[config.mk]
export PLATFORM = sky130hd
export DESIGN_NAME = multicycle_control_fsm
export DESIGN_NICKNAME = d
export VERILOG_FILES = /design/src/rtl/multicycle_control_fsm.sv
export SDC_FILE = /design/constraint.sdc
export NUM_CORES = 1
export LEC_CHECK = 0
export BUFFER_PORTS_ARGS = -buffer_cell sky130_fd_sc_hd__buf_2
export CORE_UTILIZATION = 43
export CTS_CLUSTER_SIZE = 24
export DETAILED_ROUTE_END_ITERATION = 8
export GPL_TIMING_DRIVEN = 0
export PLACE_DENSITY = 0.78
export SLEW_MARGIN = 10
export SYNTH_ARGS = -nofsm -noshare
export SYNTH_HDL_FRONTEND = slang
export SYNTH_SLANG_ARGS = --single-unit
[constraint.sdc]
create_clock -name CLK -period 1.95 [get_ports CLK]
set_clock_uncertainty 0.1 [all_clocks]
set_input_delay 0.195 -clock CLK [delete_from_list [all_inputs] [get_ports CLK]]
set_output_delay 0.195 -clock CLK [all_outputs]
set_load 0.005 [all_outputs]
[src/rtl/multicycle_control_fsm.sv]
// ----------------------------------------------------------------------------
// multicycle_control_fsm
// Main control state machine of the multi-cycle MIPS core. Decodes OPCODE and
// FUNCT from the instruction register and sequences each instruction over
// 3-5 cycles, driving the fetch unit, register file, RAM and ALU selects.
//
// Ports:
//   CLK         system clock, rising edge
//   RST         asynchronous active-low reset (state returns to FETCH)
//   OPCODE      Instr[31:26]
//   FUNCT       Instr[5:0]
//   ZERO        ALU zero flag (combinational, used only in BR_EX)
//   PC_LOAD     PC register enable
//   IorD        memory address select (0 PC, 1 ALU_OUT)
//   IR_EN       instruction register enable
//   PC_SEL      next-PC select (0 ALU_OUT, 1 ALU_REG_OUT, 2 jump, 3 Reg1, 4 zero)
//   MEM_WE      RAM write enable
//   REG_WE      register file write enable
//   REG_DST     write register select (00 rt, 01 rd, 10 r31)
//   MEM_TO_REG  write-back select (00 ALU_REG_OUT, 01 MDR, 10 PC_OUT)
//   ALU_SRC_A   ALU A select (0 PC, 1 reg A)
//   ALU_SRC_B   ALU B select (00 reg B, 01 4, 10 imm, 11 imm<<2)
//   ALU_CTRL    ALU operation
//   ILLEGAL_OP  high for the single cycle spent in EXC
//   STATE_OUT   current state (debug)
//
// Outputs are decoded from the state register alone so that an asynchronous
// reset drops every write enable immediately; the only input-dependent terms
// are PC_LOAD in BR_EX (ZERO, OPCODE) and ALU_CTRL in R_EX (FUNCT).
// ----------------------------------------------------------------------------
module multicycle_control_fsm #(
    parameter int unsigned STATE_WIDTH = 4
) (
    input  logic                   CLK,
    input  logic                   RST,
    input  logic [5:0]             OPCODE,
    input  logic [5:0]             FUNCT,
    input  logic                   ZERO,
    output logic                   PC_LOAD,
    output logic                   IorD,
    output logic                   IR_EN,
    output logic [2:0]             PC_SEL,
    output logic                   MEM_WE,
    output logic                   REG_WE,
    output logic [1:0]             REG_DST,
    output logic [1:0]             MEM_TO_REG,
    output logic                   ALU_SRC_A,
    output logic [1:0]             ALU_SRC_B,
    output logic [2:0]             ALU_CTRL,
    output logic                   ILLEGAL_OP,
    output logic [STATE_WIDTH-1:0] STATE_OUT
);

    typedef enum logic [STATE_WIDTH-1:0] {
        S_FETCH   = STATE_WIDTH'(0),
        S_DECODE  = STATE_WIDTH'(1),
        S_MEM_ADR = STATE_WIDTH'(2),
        S_MEM_RD  = STATE_WIDTH'(3),
        S_MEM_WB  = STATE_WIDTH'(4),
        S_MEM_WR  = STATE_WIDTH'(5),
        S_R_EX    = STATE_WIDTH'(6),
        S_R_WB    = STATE_WIDTH'(7),
        S_BR_EX   = STATE_WIDTH'(8),
        S_ADDI_EX = STATE_WIDTH'(9),
        S_ADDI_WB = STATE_WIDTH'(10),
        S_J_EX    = STATE_WIDTH'(11),
        S_JAL_EX  = STATE_WIDTH'(12),
        S_JR_EX   = STATE_WIDTH'(13),
        S_EXC     = STATE_WIDTH'(14),
        S_UNUSED  = STATE_WIDTH'(15)
    } state_e;

    localparam logic [5:0] OP_RTYPE = 6'b000000;
    localparam logic [5:0] OP_LW    = 6'b100011;
    localparam logic [5:0] OP_SW    = 6'b101011;
    localparam logic [5:0] OP_BEQ   = 6'b000100;
    localparam logic [5:0] OP_BNE   = 6'b000101;
    localparam logic [5:0] OP_ADDI  = 6'b001000;
    localparam logic [5:0] OP_J     = 6'b000010;
    localparam logic [5:0] OP_JAL   = 6'b000011;

    localparam logic [5:0] FN_JR    = 6'b001000;
    localparam logic [5:0] FN_ADD   = 6'b100000;
    localparam logic [5:0] FN_SUB   = 6'b100010;
    localparam logic [5:0] FN_AND   = 6'b100100;
    localparam logic [5:0] FN_OR    = 6'b100101;
    localparam logic [5:0] FN_SLT   = 6'b101010;

    localparam logic [2:0] ALU_ADD  = 3'b010;
    localparam logic [2:0] ALU_SUB  = 3'b110;
    localparam logic [2:0] ALU_AND  = 3'b000;
    localparam logic [2:0] ALU_OR   = 3'b001;
    localparam logic [2:0] ALU_SLT  = 3'b111;

    state_e r_state;
    state_e w_next;
    logic   w_funct_arith;
    logic [2:0] w_funct_alu;

    // State register
    always_ff @(posedge CLK or negedge RST) begin
        if (!RST) begin
            r_state <= S_FETCH;
        end else begin
            r_state <= w_next;
        end
    end

    // FUNCT decode shared by the DECODE dispatch and the R_EX ALU op
    always_comb begin
        w_funct_arith = 1'b1;
        w_funct_alu   = ALU_ADD;
        case (FUNCT)
            FN_ADD:  w_funct_alu = ALU_ADD;
            FN_SUB:  w_funct_alu = ALU_SUB;
            FN_AND:  w_funct_alu = ALU_AND;
            FN_OR:   w_funct_alu = ALU_OR;
            FN_SLT:  w_funct_alu = ALU_SLT;
            default: w_funct_arith = 1'b0;
        endcase
    end

    // Next-state logic
    always_comb begin
        w_next = S_FETCH;
        case (r_state)
            S_FETCH:  w_next = S_DECODE;
            S_DECODE: begin
                case (OPCODE)
                    OP_LW, OP_SW:   w_next = S_MEM_ADR;
                    OP_RTYPE: begin
                        if (FUNCT == FN_JR) begin
                            w_next = S_JR_EX;
                        end else if (w_funct_arith) begin
                            w_next = S_R_EX;
                        end else begin
                            w_next = S_EXC;
                        end
                    end
                    OP_BEQ, OP_BNE: w_next = S_BR_EX;
                    OP_ADDI:        w_next = S_ADDI_EX;
                    OP_J:           w_next = S_J_EX;
                    OP_JAL:         w_next = S_JAL_EX;
                    default:        w_next = S_EXC;
                endcase
            end
            // Only lw and sw reach MEM_ADR, so anything other than lw is a store
            S_MEM_ADR: w_next = (OPCODE == OP_LW) ? S_MEM_RD : S_MEM_WR;
            S_MEM_RD:  w_next = S_MEM_WB;
            S_R_EX:    w_next = S_R_WB;
            S_ADDI_EX: w_next = S_ADDI_WB;
            default:   w_next = S_FETCH;
        endcase
    end

    // Output decode from the current state
    always_comb begin
        PC_LOAD    = 1'b0;
        IorD       = 1'b0;
        IR_EN      = 1'b0;
        PC_SEL     = 3'd0;
        MEM_WE     = 1'b0;
        REG_WE     = 1'b0;
        REG_DST    = 2'b00;
        MEM_TO_REG = 2'b00;
        ALU_SRC_A  = 1'b0;
        ALU_SRC_B  = 2'b00;
        ALU_CTRL   = 3'b000;
        ILLEGAL_OP = 1'b0;
        case (r_state)
            S_FETCH: begin
                IR_EN     = 1'b1;
                ALU_SRC_B = 2'b01;
                ALU_CTRL  = ALU_ADD;
                PC_LOAD   = 1'b1;
            end
            S_DECODE: begin
                ALU_SRC_B = 2'b11;
                ALU_CTRL  = ALU_ADD;
            end
            S_MEM_ADR, S_ADDI_EX: begin
                ALU_SRC_A = 1'b1;
                ALU_SRC_B = 2'b10;
                ALU_CTRL  = ALU_ADD;
            end
            S_MEM_RD: IorD = 1'b1;
            S_MEM_WB: begin
                REG_WE     = 1'b1;
                MEM_TO_REG = 2'b01;
            end
            S_MEM_WR: begin
                IorD   = 1'b1;
                MEM_WE = 1'b1;
            end
            S_R_EX: begin
                ALU_SRC_A = 1'b1;
                ALU_CTRL  = w_funct_alu;
            end
            S_R_WB: begin
                REG_WE  = 1'b1;
                REG_DST = 2'b01;
            end
            // beq takes the branch on ZERO, bne on its complement
            S_BR_EX: begin
                ALU_SRC_A = 1'b1;
                ALU_CTRL  = ALU_SUB;
                PC_SEL    = 3'd1;
                PC_LOAD   = (OPCODE == OP_BNE) ? ~ZERO : ZERO;
            end
            S_ADDI_WB: REG_WE = 1'b1;
            S_J_EX: begin
                PC_SEL  = 3'd2;
                PC_LOAD = 1'b1;
            end
            // r31 captures PC_OUT (already PC+4) on the same edge the PC jumps
            S_JAL_EX: begin
                PC_SEL     = 3'd2;
                PC_LOAD    = 1'b1;
                REG_WE     = 1'b1;
                REG_DST    = 2'b10;
                MEM_TO_REG = 2'b10;
            end
            S_JR_EX: begin
                PC_SEL  = 3'd3;
                PC_LOAD = 1'b1;
            end
            S_EXC: begin
                PC_SEL     = 3'd4;
                PC_LOAD    = 1'b1;
                ILLEGAL_OP = 1'b1;
            end
            default: ;
        endcase
    end

    assign STATE_OUT = r_state;

endmodule

After elaboration in Yosys (flattened, before gate mapping)
Index checks and enable logic that the tools add are counted.
Widths: inputs -> output; s select.
{"block": "totals", "register_bits": 4, "latch_bits": 0, "mem_bits_rw": 0, "mem_bits_ro": 0, "in_bits": 15, "output_inout_bits": 23, "elab_cells": 61, "memories": 0}
{"block": "classes", "n_addsub": 0, "multipliers": 0, "div": 0, "n_lt_le_gt_ge": 0, "eq_ne": 27, "n_shift": 0, "muxes": 20, "bitwise_logic": 1, "reduce_logical": 12}
{"operator": "$pmux 4 s6", "count": 2}
{"operator": "$eq 6x6->1 const B", "count": 7}
{"operator": "$eq 4x4->1 const B", "count": 7}
{"operator": "$pmux 3 s4", "count": 2}
{"operator": "$eq 4x3->1 const B", "count": 4}
{"operator": "$eq 6x2->1 const B", "count": 2}
{"operator": "$eq 6x3->1 const B", "count": 2}
{"operator": "$eq 6x4->1 const B", "count": 2}
{"operator": "$reduce_or 4->1", "count": 3}
{"operator": "$reduce_or 2->1", "count": 5}
{"operator": "$reduce_or 5->1", "count": 2}
{"operator": "$pmux 3 s3", "count": 1}
{"operator": "$eq 4x2->1 const B", "count": 2}
{"operator": "$mux 1", "count": 8}
{"operator": "$mux 4", "count": 2}
{"operator": "$pmux 2 s2", "count": 2}
{"operator": "$logic_not 6->1", "count": 1}
{"operator": "$pmux 2 s3", "count": 1}
{"operator": "$eq 4x1->1 const B", "count": 1}
{"operator": "$logic_not 4->1", "count": 1}
{"operator": "$mux 3", "count": 1}
{"operator": "$pmux 1 s2", "count": 1}
{"operator": "$not 1->1", "count": 1}

Depth between registers and ports, before layout
{"block": "logic_depth", "word_depth": 7, "mapped_depth": 5, "depth_no_buf": 4}

Worst setup path before layout
OpenSTA, ideal clock, no wires.
{"block": "synth_timing", "path_type": "register to output", "from": "reg r_state[2] (netlist: STATE_OUT[2])", "to": "out REG_DST[1]", "t_arrival_ns": 1.397, "t_required_ns": 1.655, "setup_slack_ns": 0.258, "path_stages_with_launch": 6, "path_buffers": 3, "cell_sequence": "dfrtp_1 clkbuf_1 clkbuf_1 nand2_1 nor3_1 buf_4"}
{"block": "synth_between", "elab_chain_len": 2, "word_cells_on_any_way": 3, "cone_classes": "eq/ne: 2; mux: 1"}
{"item": "start: declaration", "line_no": "95", "rtl": "state_e r_state;"}
{"item": "start signal: assignment", "line_no": "105", "rtl": "r_state <= w_next;"}
{"item": "$eq 4x4->1 / $eq 4x3->1 (equally long branches)", "line_no": "170", "rtl": "case (r_state)"}
{"item": "$pmux 2 s2 (*)", "line_no": "170"}
{"item": "end: declaration", "line_no": "45", "rtl": "output logic [1:0] REG_DST,"}
Every way passes the cells marked *; elsewhere a longest branch is shown, timed or not.

Worst setup path after layout
{"block": "layout_timing", "from": "reg r_state[0] (netlist: STATE_OUT[0])", "to": "out ALU_SRC_B[1]"}
{"block": "layout_between", "elab_chain_len": 3, "word_cells_on_any_way": 6, "cone_classes": "eq/ne: 3; mux: 1; reduce/logical: 2"}
{"item": "$eq 4x4->1 / $eq 4x2->1 (equally long branches)", "line_no": "170"}
{"item": "$reduce_or 2->1"}
{"item": "$pmux 2 s3 (*)", "line_no": "170"}
{"item": "end: declaration", "line_no": "48", "rtl": "output logic [1:0] ALU_SRC_B,"}
Marked as above.

==> results.py <==
metrics = {
    "outcome": {
        "status": "completed",
    },
    "floorplanning": {
        "rows": 13,
        "top_level_ports": 38,
        "die_area_um2": 1730,
        "die_x_um": 41.6,
        "core_region_area_um2": 1380,
        "die_h_um": 41.6,
        "initial_core_util_pct": 48.9,
    },
    "placement": {
        "dp.final_hpwl_mm": 1.52,
        "port_buffers": 35,
        "gp_congestion": 0.877,
    },
    "clock_tree": {
        "clk_latency_ps": 220,
        "cts_tree": "built",
        "clk_pin_slew_ps": 30,
        "htree_levels": 1,
        "cts_buffers": 3,
        "cts_sinks": 4,
        "cts_buffer_depth": 2,
        "post_cts_buffers": 0,
        "cts-root-buf": "clkbuf_4",
    },
    "power_and_ir_drop": {
        "finalPower_mw": 1.10,
        "p_comb_share_pct": 73.2,
        "power-per-cell-area_nw_per_um2": 1230,
        "p_int_mw": 0.572,
        "p_sw_share_pct": 48.2,
        "pwr-share-seq_pct": 18.2,
        "vdd_drop_max_mv": 0.521,
        "power_frac_clock_pct": 8.7,
        "power_switching_mw": 0.532,
        "power.leakage_nw": 0.426,
    },
    "detailed_routing": {
        "wire_per_inst_um": 13.0,
        "drt-total-wl_mm": 1.92,
        "vias_per_cell": 5.78,
        "ant_nets": 0,
        "first_pass_iters": 8,
        "drc": 0,
        "initialDrtViolationCount": 14,
        "vias": 856,
    },
    "min_path": {
        "hold_class": "primary input to async pin",
    },
    "yosys": {
        "synth.top_cell.area_share_pct": 14.8,
        "synthArstFlopShare_pct": 100,
        "syn-num-nets": 112,
        "ys_seq_area_share_pct": 14.8,
        "ys_seq_elements": 4,
        "synthCells": 97,
        "synth_edf_count": 0,
        "ys.flop_type": "dfrtp_1",
        "yosys.cell_types.count": 37,
        "syn_area_um2": 676,
        "ys.warnings.count": 0,
        "avgSynthCellArea_um2": 6.97,
        "synth_commonest_cells": "nor2_1 (11), nor3_1 (8)",
        "yosysMostFrequentCell": "nor2_1",
        "synth_top_area_cell": "dfrtp_1",
        "synth_area_leaders": "dfrtp_1 (15%), nand2b_1 (6.5%), nor2_1 (6.1%)",
    },
    "cells_and_area": {
        "synthToLayoutAreaGrowth_pct": 33.3,
        "drive_above_1_share_pct": 40.6,
        "finalNetCount": 150,
        "largest_register_ffs": 4,
        "num_antenna_cells": 0,
    },
    "critical_path": {
        "cp_data_required_time_ps": 1650,
        "crit_arrival_ps": 1550,
        "crit_fanout": 9,
        "reg2reg_setup_slack_ps": 460,
        "crit_path_end_kind": "output port",
        "reg2reg_depth": 3,
        "worstSetupPathType": "flip-flop to output port",
        "critPathLaunchType": "flip-flop",
    },
    "timing": {
        "setup_viol": 0,
        "finalCriticalPeriod_ps": 1850,
        "whs_ps": 208,
        "worstMarginPinSlew_ps": 401,
        "rsz0062_at_grt": "no",
        "fin_tns_setup_ps": 0,
        "finalCritPeriodShare_pct": 94.8,
        "worst_slew_margin_rel_pct": 73.3,
        "fmax_mhz": 541,
        "hold_viol_final": 0,
        "slew_viol_final": 0,
    },
    "grt": {
        "grt_max_degree": 12,
        "antenna_found_initial": 0,
        "grtUsageTotal_pct": 23.1,
        "overflow": 0,
        "grt_pass1_vias": 762,
        "grt_pass1_wl_mm": 3.26,
    },
    "flow_run": {
        "max_cap_viol_count": 0,
    },
}
==> placed cells by master, fill, tap and decap left out, types with 2 or more instances in the layout <==
cell      count
a21oi_1       7
buf_2        36
buf_4         3
clkbuf_4      5
dfrtp_1       4
inv_1         2
nand2_1       7
nand2b_1      7
nor2_1       11
nor3_1        8
nor3b_1       2
nor4_1        6
o21a_1        2
o21ai_0       3
or2_2         2
xnor2_1       3
xor2_1        2
==> repair_timing <==
action                                  4_1_cts  5_1_grt
endpoints found under the setup margin       12        9
hold buffers                                  1        0
resized for setup                             5        3
hold endpoints to repair                      4        0
==> layout make-up <==
class | count | area (µm²)
Timing Repair Buffer | 36 | 185
Sequential cell | 4 | 100
Clock buffer | 3 | 22.5
Multi-Input combinational cell | 79 | 504
Tap cell | 15 | 18.8
Buffer | 9 | 62.6
Fill cell | 140 | 482
Inverter | 2 | 7.51
==> worst paths after layout <==
kind | startpoint | endpoint
min reg2reg | STATE_OUT[3] | STATE_OUT[3]
min in group CLK | OPCODE[2] | STATE_OUT[1]
min | RST | STATE_OUT[0]
max reg2reg | STATE_OUT[0] | STATE_OUT[1]
max | STATE_OUT[0] | ALU_SRC_B[1]
max in group asynchronous | RST | STATE_OUT[2]
==> power by group through the flow <==
stage	Combinational (mW)	Sequential [mW]	Clock, mW
floorplan	0.557	0.146	0
global placement	0.851	0.137	0
detailed placement	0.864	0.141	0
CTS	0.857	0.163	0.0995
global route	0.899	0.211	0.110
finish	0.808	0.200	0.0958
==> cell families (layout without fill, tap and decap cells) <==
kind of cell / Yosys count / in the layout / synth area share (%)
AND/OR/NAND/NOR: 50 / 50 / 41.7
AO/OA/AOI/OAI: 24 / 24 / 26.5
buffers and inverters: 14 / 50 / 10.6
XOR/XNOR: 5 / 5 / 6.48
flip-flops: 4 / 4 / 14.8
==> routing by layer <==
metal | vias up | global-route usage (%) | part of all wire [%] | wire length, µm
li1 | 433 | - | - | -
met1 | 394 | 31.4 | 46 | 874
met2 | 29 | 39.4 | 50 | 956
met3 | 0 | 2.61 | 4.5 | 87
met4 | 0 | 3.87 | 0 | 0
met5 | - | 0 | 0 | 0
==> worst max-delay path, stage by stage, from the launching register on <==
cell and delay [ps]:
dfrtp_1 470, nand2b_1 260, or2_2 340, a21oi_1 130, buf_2 130
==> through the flow <==
| stage | area [µm²] | instances | setup slack [ps] | utilization [%] |
|---|---|---|---|---|
| floorplan | 676 | 97 | 258 | - |
| global placement | 870 | 147 | 95.8 | 62.9 |
| detailed placement | 870 | 147 | 56.8 | 62.9 |
| CTS | 906 | 150 | 5.21 | 65.5 |
| global route | 901 | 148 | 12.2 | 65.2 |
| finish | 901 | 148 | 102 | 65.2 |
Note: power is estimated with default switching activity, not from simulation.
